[config.mk]
export PLATFORM = sky130hd
export DESIGN_NAME = music_sequencer
export DESIGN_NICKNAME = d
export VERILOG_FILES = /design/src/rtl/music_pkg.sv /design/src/rtl/music_rom.sv /design/src/rtl/music_sequencer.sv
export SDC_FILE = /design/constraint.sdc
export NUM_CORES = 1
export LEC_CHECK = 0
export BUFFER_PORTS_ARGS = -buffer_cell sky130_fd_sc_hd__buf_2
export CAP_MARGIN = 20
export CORE_MARGIN = 3
export CORE_UTILIZATION = 50
export DETAILED_ROUTE_END_ITERATION = 8
export GPL_TIMING_DRIVEN = 0
export PLACE_DENSITY_LB_ADDON = 0.25
export REMOVE_ABC_BUFFERS = 1
export SYNTH_ARGS = -nofsm -noshare
export SYNTH_HDL_FRONTEND = slang
export SYNTH_SLANG_ARGS = --single-unit
[constraint.sdc]
create_clock -name clk -period 4.3 [get_ports clk]
set_input_delay 0.86 -clock clk [delete_from_list [all_inputs] [get_ports clk]]
set_output_delay 0.86 -clock clk [all_outputs]
set_load 0.005 [all_outputs]
[src/rtl/music_pkg.sv]
// Shared definitions for the score playback engine: entry layout, FSM states
// and the note-code to note_gen divider table.
package music_pkg;

    localparam int ENTRY_W    = 13;
    localparam int TIE_BIT    = 12;
    localparam int CODE_L_LSB = 6;
    localparam int CODE_R_LSB = 0;
    localparam int CODE_W     = 6;

    localparam logic [CODE_W-1:0] CODE_REST  = 6'd0;
    localparam logic [21:0]       DIV_SILENT = 22'd1;

    typedef enum logic [1:0] {
        IDLE  = 2'd0,
        PLAY  = 2'd1,
        PAUSE = 2'd2
    } state_e;

    function automatic logic [ENTRY_W-1:0] mk_entry(input logic tie,
                                                    input logic [CODE_W-1:0] code_l,
                                                    input logic [CODE_W-1:0] code_r);
        return {tie, code_l, code_r};
    endfunction

    // Divider = round(50 MHz / f) - 1; code 1 is C3, code 48 is B6. Rest and
    // unused codes map to the silent divider.
    function automatic logic [21:0] note_div(input logic [CODE_W-1:0] code);
        logic [21:0] d;
        case (code)
            6'd1:  d = 22'd382225;  6'd2:  d = 22'd360772;  6'd3:  d = 22'd340523;  6'd4:  d = 22'd321411;
            6'd5:  d = 22'd303372;  6'd6:  d = 22'd286345;  6'd7:  d = 22'd270273;  6'd8:  d = 22'd255104;
            6'd9:  d = 22'd240786;  6'd10: d = 22'd227272;  6'd11: d = 22'd214516;  6'd12: d = 22'd202476;
            6'd13: d = 22'd191112;  6'd14: d = 22'd180385;  6'd15: d = 22'd170261;  6'd16: d = 22'd160705;
            6'd17: d = 22'd151685;  6'd18: d = 22'd143172;  6'd19: d = 22'd135136;  6'd20: d = 22'd127552;
            6'd21: d = 22'd120393;  6'd22: d = 22'd113635;  6'd23: d = 22'd107257;  6'd24: d = 22'd101237;
            6'd25: d = 22'd95555;   6'd26: d = 22'd90192;   6'd27: d = 22'd85130;   6'd28: d = 22'd80352;
            6'd29: d = 22'd75842;   6'd30: d = 22'd71585;   6'd31: d = 22'd67568;   6'd32: d = 22'd63775;
            6'd33: d = 22'd60196;   6'd34: d = 22'd56817;   6'd35: d = 22'd53628;   6'd36: d = 22'd50618;
            6'd37: d = 22'd47777;   6'd38: d = 22'd45096;   6'd39: d = 22'd42565;   6'd40: d = 22'd40176;
            6'd41: d = 22'd37921;   6'd42: d = 22'd35792;   6'd43: d = 22'd33783;   6'd44: d = 22'd31887;
            6'd45: d = 22'd30097;   6'd46: d = 22'd28408;   6'd47: d = 22'd26814;   6'd48: d = 22'd25309;
            default: d = DIV_SILENT;
        endcase
        return d;
    endfunction

endpackage

[src/rtl/music_rom.sv]
// Fixed score, one 13-bit entry {tie, code_l, code_r} per beat, with a
// registered (1-cycle) read. Unlisted addresses hold rests.
module music_rom
    import music_pkg::*;
#(
    parameter int ADDR_W = 7
) (
    input  logic               clk,
    input  logic [ADDR_W-1:0]  addr,
    output logic [ENTRY_W-1:0] data
);

    logic [ENTRY_W-1:0] entry;

    always_comb begin
        entry = mk_entry(1'b0, CODE_REST, CODE_REST);
        case (int'(addr))
            0:  entry = mk_entry(1'b0, 6'd22, 6'd22);
            1:  entry = mk_entry(1'b1, 6'd13, CODE_REST);
            2:  entry = mk_entry(1'b0, CODE_REST, CODE_REST);
            3:  entry = mk_entry(1'b0, 6'd22, 6'd13);
            4:  entry = mk_entry(1'b0, 6'd17, 6'd1);
            5:  entry = mk_entry(1'b0, 6'd17, 6'd1);
            6:  entry = mk_entry(1'b0, 6'd18, 6'd8);
            7:  entry = mk_entry(1'b0, 6'd20, 6'd8);
            8:  entry = mk_entry(1'b0, 6'd20, 6'd1);
            9:  entry = mk_entry(1'b0, 6'd18, 6'd1);
            10: entry = mk_entry(1'b0, 6'd17, 6'd8);
            11: entry = mk_entry(1'b0, 6'd15, 6'd8);
            12: entry = mk_entry(1'b0, 6'd13, 6'd1);
            13: entry = mk_entry(1'b0, 6'd13, 6'd1);
            14: entry = mk_entry(1'b0, 6'd15, 6'd8);
            15: entry = mk_entry(1'b0, 6'd17, 6'd8);
            16: entry = mk_entry(1'b1, 6'd17, 6'd1);
            17: entry = mk_entry(1'b0, 6'd15, 6'd1);
            18: entry = mk_entry(1'b1, 6'd15, 6'd8);
            19: entry = mk_entry(1'b0, 6'd15, 6'd8);
            default: entry = mk_entry(1'b0, CODE_REST, CODE_REST);
        endcase
    end

    always_ff @(posedge clk) begin
        data <= entry;
    end

endmodule

[src/rtl/music_sequencer.sv]
// Score playback engine feeding note_gen: beat timing FSM, score ROM read,
// and a two-stage code-to-divider path with articulation gaps.
module music_sequencer
    import music_pkg::*;
#(
    parameter int BEAT_DIV = 25_000_000,
    parameter int GAP      = 2_000_000,
    parameter int LEN      = 128,
    parameter int ADDR_W   = 7
) (
    input  logic              clk,
    input  logic              rst,
    input  logic              play_pause,
    input  logic              stop,
    input  logic              loop_en,
    input  logic [1:0]        speed,
    output logic [21:0]       note_div_left,
    output logic [21:0]       note_div_right,
    output logic [ADDR_W-1:0] beat_idx,
    output logic              playing,
    output logic              done,
    output state_e            dbg_state_o
);

    localparam logic [24:0]       BEAT_DIV_W = 25'(BEAT_DIV);
    localparam logic [24:0]       GAP_W      = 25'(GAP);
    localparam logic [ADDR_W-1:0] LAST_BEAT  = ADDR_W'(LEN - 1);

    state_e              state_q;
    logic [24:0]         tick_q;
    logic [24:0]         beat_len_q;
    logic [ADDR_W-1:0]   beat_q;
    logic                playing_q;
    logic                done_q;
    logic                play_d1_q;
    logic                gap_d1_q;
    logic [21:0]         div_l_q;
    logic [21:0]         div_r_q;
    logic [ENTRY_W-1:0]  rom_data;

    logic [24:0] beat_len_cur;
    logic        last_tick;
    logic        last_beat;
    logic        in_gap;

    // The new tempo is picked up at tick 0, so the whole beat uses one length.
    always_comb begin
        beat_len_cur = (tick_q == '0) ? (BEAT_DIV_W >> speed) : beat_len_q;
        last_tick    = (tick_q == beat_len_cur - 25'd1);
        last_beat    = (beat_q == LAST_BEAT);
        in_gap       = (tick_q >= beat_len_cur - GAP_W);
    end

    always_ff @(posedge clk) begin
        if (rst) begin
            state_q    <= IDLE;
            tick_q     <= '0;
            beat_len_q <= BEAT_DIV_W;
            beat_q     <= '0;
            playing_q  <= 1'b0;
            done_q     <= 1'b0;
        end else begin
            done_q <= 1'b0;
            if (tick_q == '0) begin
                beat_len_q <= beat_len_cur;
            end
            case (state_q)
                IDLE: begin
                    if (play_pause && !stop) begin
                        state_q   <= PLAY;
                        playing_q <= 1'b1;
                        tick_q    <= '0;
                    end
                end
                PLAY: begin
                    if (stop) begin
                        state_q   <= IDLE;
                        playing_q <= 1'b0;
                        tick_q    <= '0;
                        beat_q    <= '0;
                    end else if (last_tick && last_beat) begin
                        tick_q <= '0;
                        beat_q <= '0;
                        if (!loop_en) begin
                            state_q   <= IDLE;
                            playing_q <= 1'b0;
                            done_q    <= 1'b1;
                        end
                    end else if (play_pause) begin
                        state_q   <= PAUSE;
                        playing_q <= 1'b0;
                    end else if (last_tick) begin
                        tick_q <= '0;
                        beat_q <= beat_q + ADDR_W'(1);
                    end else begin
                        tick_q <= tick_q + 25'd1;
                    end
                end
                PAUSE: begin
                    if (stop) begin
                        state_q <= IDLE;
                        tick_q  <= '0;
                        beat_q  <= '0;
                    end else if (play_pause) begin
                        state_q   <= PLAY;
                        playing_q <= 1'b1;
                    end
                end
                default: begin
                    state_q   <= IDLE;
                    playing_q <= 1'b0;
                    tick_q    <= '0;
                    beat_q    <= '0;
                end
            endcase
        end
    end

    music_rom #(.ADDR_W(ADDR_W)) u_rom (
        .clk  (clk),
        .addr (beat_q),
        .data (rom_data)
    );

    // Play/gap flags are delayed one cycle to line up with the ROM output.
    always_ff @(posedge clk) begin
        if (rst) begin
            play_d1_q <= 1'b0;
            gap_d1_q  <= 1'b0;
            div_l_q   <= DIV_SILENT;
            div_r_q   <= DIV_SILENT;
        end else begin
            play_d1_q <= (state_q == PLAY);
            gap_d1_q  <= in_gap;
            if (play_d1_q && !(gap_d1_q && !rom_data[TIE_BIT])) begin
                div_l_q <= note_div(rom_data[CODE_L_LSB +: CODE_W]);
                div_r_q <= note_div(rom_data[CODE_R_LSB +: CODE_W]);
            end else begin
                div_l_q <= DIV_SILENT;
                div_r_q <= DIV_SILENT;
            end
        end
    end

    assign note_div_left  = div_l_q;
    assign note_div_right = div_r_q;
    assign beat_idx       = beat_q;
    assign playing        = playing_q;
    assign done           = done_q;
    assign dbg_state_o    = state_q;

endmodule

==> flow_summary.yaml, run 1 <==
outcome:
  status: "complete, but fails checks"
  violations: "setup timing"
sta:
  fin_tns_setup_ns: -0.397
  fin_crit_ns: 4.37
  slew_headroom: 0.343
  fmax_mhz: 229
  fin_crit_sh: 1.02
  rsz0062_at_grt: "yes"
  hold_viol: 0
  drv_slew: 0
  finalClockSkew_ns: 0.00720
  tightest_slew_ns: 0.984
  fin_ws_ns: -0.0655
  setup_violations: 13
final_layout:
  antenna-diode-count: 0
  nets: 1174
  syn_to_final_growth_pct: 19.4
  fillCellCount: 1367
  layout-drive-gt1-share: 0.194
drt:
  firstDrtPassIters: 5
  drc_errors: 0
  vias: 8521
  wl_um: 24100
  wire_per_inst_um: 18.1
  drtAntennaViolNets: 0
  drt_iter0_drc: 1039
  detail_route.vias_per_cell: 6.39
clock_network:
  cts_htree_levels: 3
  clk_latency_ns: 0.37
  cts.path.max_buffers: 2
  cts.sinks: 111
  cts-root-buf: "clkbuf_16"
  hold_buffers: 0
  cts_tree: "yes"
  cts_made_buffers: 9
  cts.clk_slew.worst_paths_ns: 0.07
yosys:
  yosys_register_bits: 111
  avgSynthCellArea_um2: 7.52
  synth.area.top_cells: "dfxtp_1 (27%), ha_1 (7.6%), a21oi_1 (5.1%), nor2_1 (4.5%), nand2_1 (4.4%)"
  yosysTopAreaCellShare: 0.274
  synth_edf_count: 0
  synthArstFlopShare: 0
  yosys_warnings: 0
  synth_cells: 1078
  ys_top_cells_by_count: "dfxtp_1 (111), nor2_1 (97), nand2_1 (95)"
  synth_ff_type: "dfxtp_1"
  synth-seq-area-share: 0.274
  synth_area_um2: 8110
  yosysMostFrequentCell: "dfxtp_1"
  synth_top_area_cell: "dfxtp_1"
  synth.distinct_cells: 85
die:
  core_um2: 15500
  start_util: 0.522
  dieArea_um2: 17800
  die_w_um: 133
  io_pins: 62
  rows: 45
  die_y_um: 133
critical_path:
  startpoint_type: "flop"
  timing.critical_path.buf_inv: 2
  end_kind: "flop"
  crit_type: "flop to flop"
  cp_slowest_cell: "or3_4"
  cp_cell_sequence: "inv_4 -> ha_4 -> nor4b_4 -> and4_4 -> nand2_8 -> a21oi_4 -> ha_4 -> nor3b_4 -> nand4_1 -> or3_4 -> a31oi_4 -> xnor2_2 -> nand4_1 -> nor4bb_4 -> and4b_2 -> buf_12 -> o22ai_2 -> o21ai_1 -> o21ai_1"
  crit_fanout: 6
  arrival_ns: 4.61
  slowest_delay_ns: 0.41
  crit_required_ns: 4.55
  cp_top_family: "simple AND/OR/NAND/NOR gates"
flow_run:
  max_cap_violations: 0
placement:
  dpl_worst_slack_ns: -1.56
  portBuffers: 55
  place_congestion: 0.991
  dp_hpwl_um: 14800
power:
  power_uw: 2200
  power_density_nw_per_um2: 227
  p_leak_uw: 0.00387
  peakVddDrop_mv: 0.221
grt:
  first_global_vias: 7432
  overflow: 0
  grt.total_usage: 0.253
  grt_pass1_wl_um: 37600
  antenna_found_initial: 0
  grt_max_degree: 48
worst_hold_path:
  hold_class: "flop to flop"
[metrics by stage]
stage          utilization  hold WS, ns  std cells  area (µm²)
2_1_floorplan            -        0.475        997        7710
3_3_place_gp         0.531        0.502       1263        8250
3_5_place_dp         0.539        0.502       1268        8380
4_1_cts              0.589        0.468       1310        9160
5_1_grt              0.623        0.493       1334        9680
6_report             0.623        0.485       1334        9680
[flip-flops by register name (all words and copies together), names as in the netlist]
| register | flops |
|---|---|
| beat_len_q | 25 |
| tick_q | 25 |
| note_div_left | 19 |
| note_div_right | 19 |
| u_rom.data | 10 |
| beat_idx | 7 |
| dbg_state_o | 2 |
| done | 1 |
| gap_d1_q | 1 |
| play_d1_q | 1 |
| playing | 1 |
[worst paths after layout]
check / startpoint / end / slack (ns) / depth (start not counted)
max: tick_q[0] / tick_q[5] / -0.07 / 19
min: tick_q[0] / tick_q[0] / 0.49 / 1
min reg2reg: tick_q[0] / tick_q[0] / 0.49 / 1
max reg2reg: tick_q[0] / tick_q[5] / -0.07 / 19
[routing by layer]
metal  GRT usage  share of wire  routed length [µm]
met5           0              0                   0
met4       0.114          0.049                1180
met3      0.0449          0.077                1860
met2       0.408           0.45               10900
met1       0.331           0.42               10100
[layout by cell type, fill, tap and decap left out, drive strengths merged, types with 7 or more instances in the layout]
cell     count
ha          49
or2          7
nand2b      14
a311oi       7
a2111oi      8
nor4b        7
a221oi       9
nor4        13
dfxtp      111
nor3b        7
nor2        99
o21a        10
a31oi       10
and3        15
nand4       13
nand3       37
xor2        17
o211ai      11
nor3        53
xnor2       21
o21ai       98
nor2b       16
a21oi       82
and2         9
inv         35
nand2       97
clkinv       7
o22ai        9
or3         11
a211oi      30
mux2i       16
clkbuf      12
buf        102
[area by class of cell]
cell class	instances	area, µm²	area share
Clock inverter	6	77.6	0.00801
Inverter	37	144	0.0149
Sequential cell	111	2240	0.231
Clock buffer	10	229	0.0236
Multi-Input combinational cell	855	5880	0.607
Tap cell	211	264	0.0273
Timing Repair Buffer	104	851	0.0879
[kinds of logic after synthesis]
kind of cell    Yosys count  synth area share
flops                   111             0.274
fa+ha+maj                49            0.0756
buf+inv                 123            0.0682
mux                      18            0.0239
xor+xnor                 38            0.0410
other cells               1          0.000462
compound gates          324             0.253
simple gates            414             0.263
[power breakdown]
group	switching, µW	leakage (µW)	internal, µW
combinational	145	0.00282	107
clock	418	0.000150	461
sequential	25.0	0.000906	1040
[what timing repair did]
action | in CTS | in global routing
setup buffers | 22 | 23
resized for setup | 53 | 57
gates cloned | 4 | 3
pin swaps | 17 | 48
setup endpoints to repair | 37 | 37
endpoints found under the hold margin | 0 | 0
Power figures use the tool's default switching activity.
==> inputs of run 2 (changes only) <==
- CORE_UTILIZATION: 50 -> 47
==> flow_summary.yaml, run 2 (synthesis results as in run 1) <==
outcome:
  status: "complete, but fails checks"
  violations: "setup timing"
placement:
  dp_hpwl_um: 15200
  dpl_cell_area_um2: 8410
  dp.cells: 1278
  portBuffers: 55
  dpl_worst_slack_ns: -1.63
  place_congestion: 0.911
sta:
  fin_crit_ns: 4.45
  drv_slew: 0
  tightest_slew_ns: 1.07
  fin_crit_sh: 1.04
  slew_headroom: 0.288
  hold_viol: 0
  finalClockSkew_ns: 0.00978
  fmax_mhz: 224
  fin_ws_ns: -0.155
  setup_violations: 19
  rsz0062_at_grt: "yes"
critical_path:
  rr_startpoint: "tick_q[9]"
  r2r_end: "tick_q[10]"
  r2r_cells: 17
  end_kind: "flop"
  crit_type: "flop to flop"
  r2r_setup_slack_ns: -0.15
  crit_fanout: 8
  arrival_ns: 4.69
  startpoint_type: "flop"
  crit_required_ns: 4.53
power:
  peakVddDrop_mv: 0.246
  power_density_nw_per_um2: 237
  p_leak_uw: 0.00385
  power_uw: 2270
drt:
  wire_per_inst_um: 18.2
  drt_iter0_drc: 943
  drc_errors: 0
  detail_route.vias_per_cell: 6.28
  vias: 8424
  drtAntennaViolNets: 0
  wl_um: 24400
  firstDrtPassIters: 5
final_layout:
  fillCellCount: 1544
  nets: 1172
  layout_commonest_cell: "dfxtp_1"
  antenna-diode-count: 0
  regArea_um2: 2240
  post-route-util: 0.574
  multi_input_area_um2: 5820
  reg_top3: "beat_len_q x25, tick_q x25"
  syn_to_final_growth_pct: 18.5
  finalNonFillerCells: 1341
  stdcell_area_um2: 9610
  layout-drive-gt1-share: 0.183
  layout_common_cells: "dfxtp_1 (99), nor2_1 (94), nand2_1 (93), a21oi_1 (81), o21ai_0 (61)"
worst_hold_path:
  hp-start: "playing"
  hold_class: "flop to flop"
  hold_depth: 2
  hold_end: "playing"
die:
  io_pins: 62
  start_util: 0.484
  die_y_um: 137
  die_w_um: 137
  dieArea_um2: 18900
  rows: 47
  core_um2: 16800
clock_network:
  cts.sinks: 111
  cts_tree: "yes"
  clk_latency_ns: 0.37
  cts_made_buffers: 9
  cts_htree_levels: 3
  hold_buffers: 0
  cts.path.max_buffers: 2
  cts.clk_slew.worst_paths_ns: 0.08
  cts-root-buf: "clkbuf_16"
flow_run:
  max_cap_violations: 0
grt:
  grt_pass1_wl_um: 38400
  grt.total_usage: 0.252
  grt_max_degree: 48
  grtUsageMet3: 0.0321
  overflow: 0
  met2_usage: 0.403
  use_met1: 0.339
  top_usage_layer: "met2"
  antenna_found_initial: 0
  first_global_vias: 7464
## run 2: cell count changes in the layout (fill, tap and decap cells not counted), sizes merged
cell,before,now
clkbuf,12,9
clkinv,7,4
inv,35,37
buf,102,101
bufinv,1,2
clkinvlp,0,1
nand2,97,98
nor3b,7,8
o22ai,9,8
## run 2: area by class of cell
| type | instances | share of cell area |
|---|---|---|
| repair buffers | 101 | 0.0829 |
| inverters | 37 | 0.0150 |
| flip-flops and latches | 111 | 0.233 |
| multi-input cells | 856 | 0.605 |
| well taps | 220 | 0.0286 |
| clock inverters | 7 | 0.0117 |
| clock buffers | 9 | 0.0234 |
## run 2: routing by layer
| metal | share of wire | vias to the layer above |
|---|---|---|
| met4 | 0.039 | 0 |
| li1 | - | 4029 |
| met3 | 0.066 | 76 |
| met2 | 0.46 | 375 |
| met1 | 0.44 | 3944 |
| met5 | 0 | - |
## run 2: timing repair
action / in CTS / in global routing
setup endpoints to repair: 37 / 37
cloned: 6 / 2
pin swaps: 17 / 28
setup buffers: 26 / 13
resized for setup: 58 / 36
## run 2: metrics by stage
stage | hold WS [ns] | setup TNS, ns
3_5_place_dp | 0.506 | -53.05
6_report | 0.533 | -0.962
3_3_place_gp | 0.498 | -50.78
5_1_grt | 0.575 | -4.96
2_1_floorplan | 0.475 | -1.67
4_1_cts | 0.540 | 0
## run 2: how the worst max path moves through the flow
| stage | start | end | slack [ns] |
|---|---|---|---|
| final | tick_q[9] | tick_q[10] | -0.15 |
| after global routing | tick_q[1] | tick_q[10] | -0.23 |
| after CTS | tick_q[20] | tick_q[10] | 0.02 |
| after detailed placement | tick_q[1] | tick_q[10] | -1.63 |
| after global placement | tick_q[0] | tick_q[24] | -1.62 |
| after floorplan | tick_q[0] | tick_q[3] | -0.20 |
## run 2: critical path, cell delays in order (launching register included)
cell and delay [ns]:
dfxtp_2 0.41, nor4_4 0.34, and4_4 0.34, nand2_8 0.10, a21oi_4 0.18, ha_4 0.18
nor3b_4 0.19, nand4_1 0.23, or3_1 0.43, a31oi_4 0.22, xnor2_2 0.15, nand4_1 0.17
nor4bb_4 0.36, and4b_4 0.36, o22ai_4 0.14, buf_12 0.20, a21oi_1 0.19, mux2i_1 0.12
## run 2: report_power, final
part	internal [µW]	switching [µW]
sequential	1040	24.4
combinational	106	144
clock	525	434
==> inputs of run 3 (changes only) <==
- SETUP_SLACK_MARGIN: default -> 0.4
==> flow_summary.yaml, run 3 (synthesis results as in run 1) <==
outcome:
  status: "complete, but fails checks"
  violations: "setup timing"
critical_path:
  rr_startpoint: "tick_q[0]"
  r2r_setup_slack_ns: -0.19
  startpoint_type: "flop"
  r2r_end: "tick_q[8]"
  critical_path.startpoint: "tick_q[0]"
  crit_type: "flop to flop"
  r2r_cells: 19
  crit_path_end: "tick_q[8]"
  crit_fanout: 12
  end_kind: "flop"
  arrival_ns: 4.71
  crit_required_ns: 4.53
sta:
  slew_headroom: 0.314
  setup_violations: 33
  fmax_mhz: 223
  fin_tns_setup_ns: -3.00
  finalClockSkew_ns: 0.0120
  tightest_slew_ns: 1.03
  fin_crit_sh: 1.04
  fin_ws_ns: -0.188
  hold_viol: 0
  fin_crit_ns: 4.49
  drv_slew: 0
  rsz0062_at_grt: "yes"
grt:
  grt_max_degree: 48
  grt_pass1_wl_um: 38700
  overflow: 0
  grt.total_usage: 0.254
  antenna_found_initial: 0
  first_global_vias: 7527
final_layout:
  fillCellCount: 1501
  layout_commonest_cell: "dfxtp_1"
  antenna-diode-count: 0
  reg_top3: "beat_len_q x25, tick_q x25"
  syn_to_final_growth_pct: 21.6
  nets: 1187
  layout_common_cells: "dfxtp_1 (97), nor2_1 (94), nand2_1 (89), a21oi_1 (77), o21ai_0 (60)"
  layout-drive-gt1-share: 0.211
  stdcell_area_um2: 9870
  post-route-util: 0.589
power:
  p_leak_uw: 0.00395
  power_density_nw_per_um2: 233
  peakVddDrop_mv: 0.247
die:
  start_util: 0.484
  dieArea_um2: 18900
  rows: 47
  die_w_um: 137
  die_y_um: 137
  io_pins: 62
  core_um2: 16800
placement:
  dp_hpwl_um: 15200
  dpl_cell_area_um2: 8410
  portBuffers: 55
  place_congestion: 0.911
drt:
  firstDrtPassIters: 6
  drtAntennaViolNets: 0
  detail_route.vias_per_cell: 6.32
  wl_um: 25100
  wire_per_inst_um: 18.5
  drc_errors: 0
  vias: 8573
  drt_iter0_drc: 975
clock_network:
  cts_tree: "yes"
  cts-root-buf: "clkbuf_16"
  cts_htree_levels: 3
  clk_latency_ns: 0.37
  cts.sinks: 111
  cts.path.max_buffers: 2
  cts.clk_slew.worst_paths_ns: 0.09
  cts_made_buffers: 9
  hold_buffers: 0
flow_run:
  max_cap_violations: 0
worst_hold_path:
  hold_class: "flop to flop"
==> run 3: repair_timing <==
item	in CTS	in global routing
resized for setup	80	45
cloned	6	1
pin swaps	38	29
setup endpoints to repair	37	37
buffers inserted	30	24
==> run 3: worst min path at each step <==
stage | from | depth (start not counted) | to
final | playing | 2 | playing
after global routing | tick_q[22] | 2 | tick_q[22]
after CTS | playing | 2 | playing
after detailed placement | tick_q[0] | 2 | tick_q[0]
after global placement | tick_q[0] | 1 | tick_q[0]
after floorplan | tick_q[0] | 1 | tick_q[0]
==> run 3: final cells by class <==
cell class                 count  area [µm²]  area share
clock buffer                   9         225      0.0228
clock inverter                 7         113      0.0114
inverter                      37         146      0.0148
multi-input combinational    855        5910       0.599
sequential                   111        2240       0.228
tap                          220         275      0.0279
timing repair buffer         117         950      0.0963
==> run 3: metal layers <==
metal,track usage,share of wire,vias up
met3,0.0340,0.068,97
li1,-,-,4049
met4,0.115,0.040,0
met2,0.405,0.46,380
met5,0,0,-
met1,0.340,0.43,4047
==> run 3: power by group <==
part	internal, µW	leakage, µW	switching (µW)
clock network	525	0.000161	440
logic	116	0.00288	153
registers	1040	0.000908	24.8
total	1680	0.00395	618
==> run 3: critical path: stages (launching register included) <==
cell and delay (ns):
dfxtp_4 0.36, inv_4 0.06, ha_4 0.13, nor4b_4 0.22, and4_4 0.33, nand2_8 0.09
a21oi_4 0.18, ha_4 0.18, nor4b_2 0.25, nand4b_1 0.23, o21ai_0 0.36, a31oi_4 0.14
xnor2_2 0.24, nand4_1 0.17, nor4bb_2 0.39, and4b_2 0.40, buf_12 0.13, o22ai_4 0.13
o21ai_1 0.22, o21ai_1 0.12
==> run 3: stage by stage <==
stage,total power (µW),hold slack (ns),instances,setup slack (ns)
floorplan,1220,0.475,997,-0.201
global placement,1280,0.498,1272,-1.62
detailed placement,1280,0.506,1278,-1.63
CTS,2270,0.540,1330,0.0797
global route,2370,0.572,1356,-0.382
finish,2300,0.542,1356,-0.188
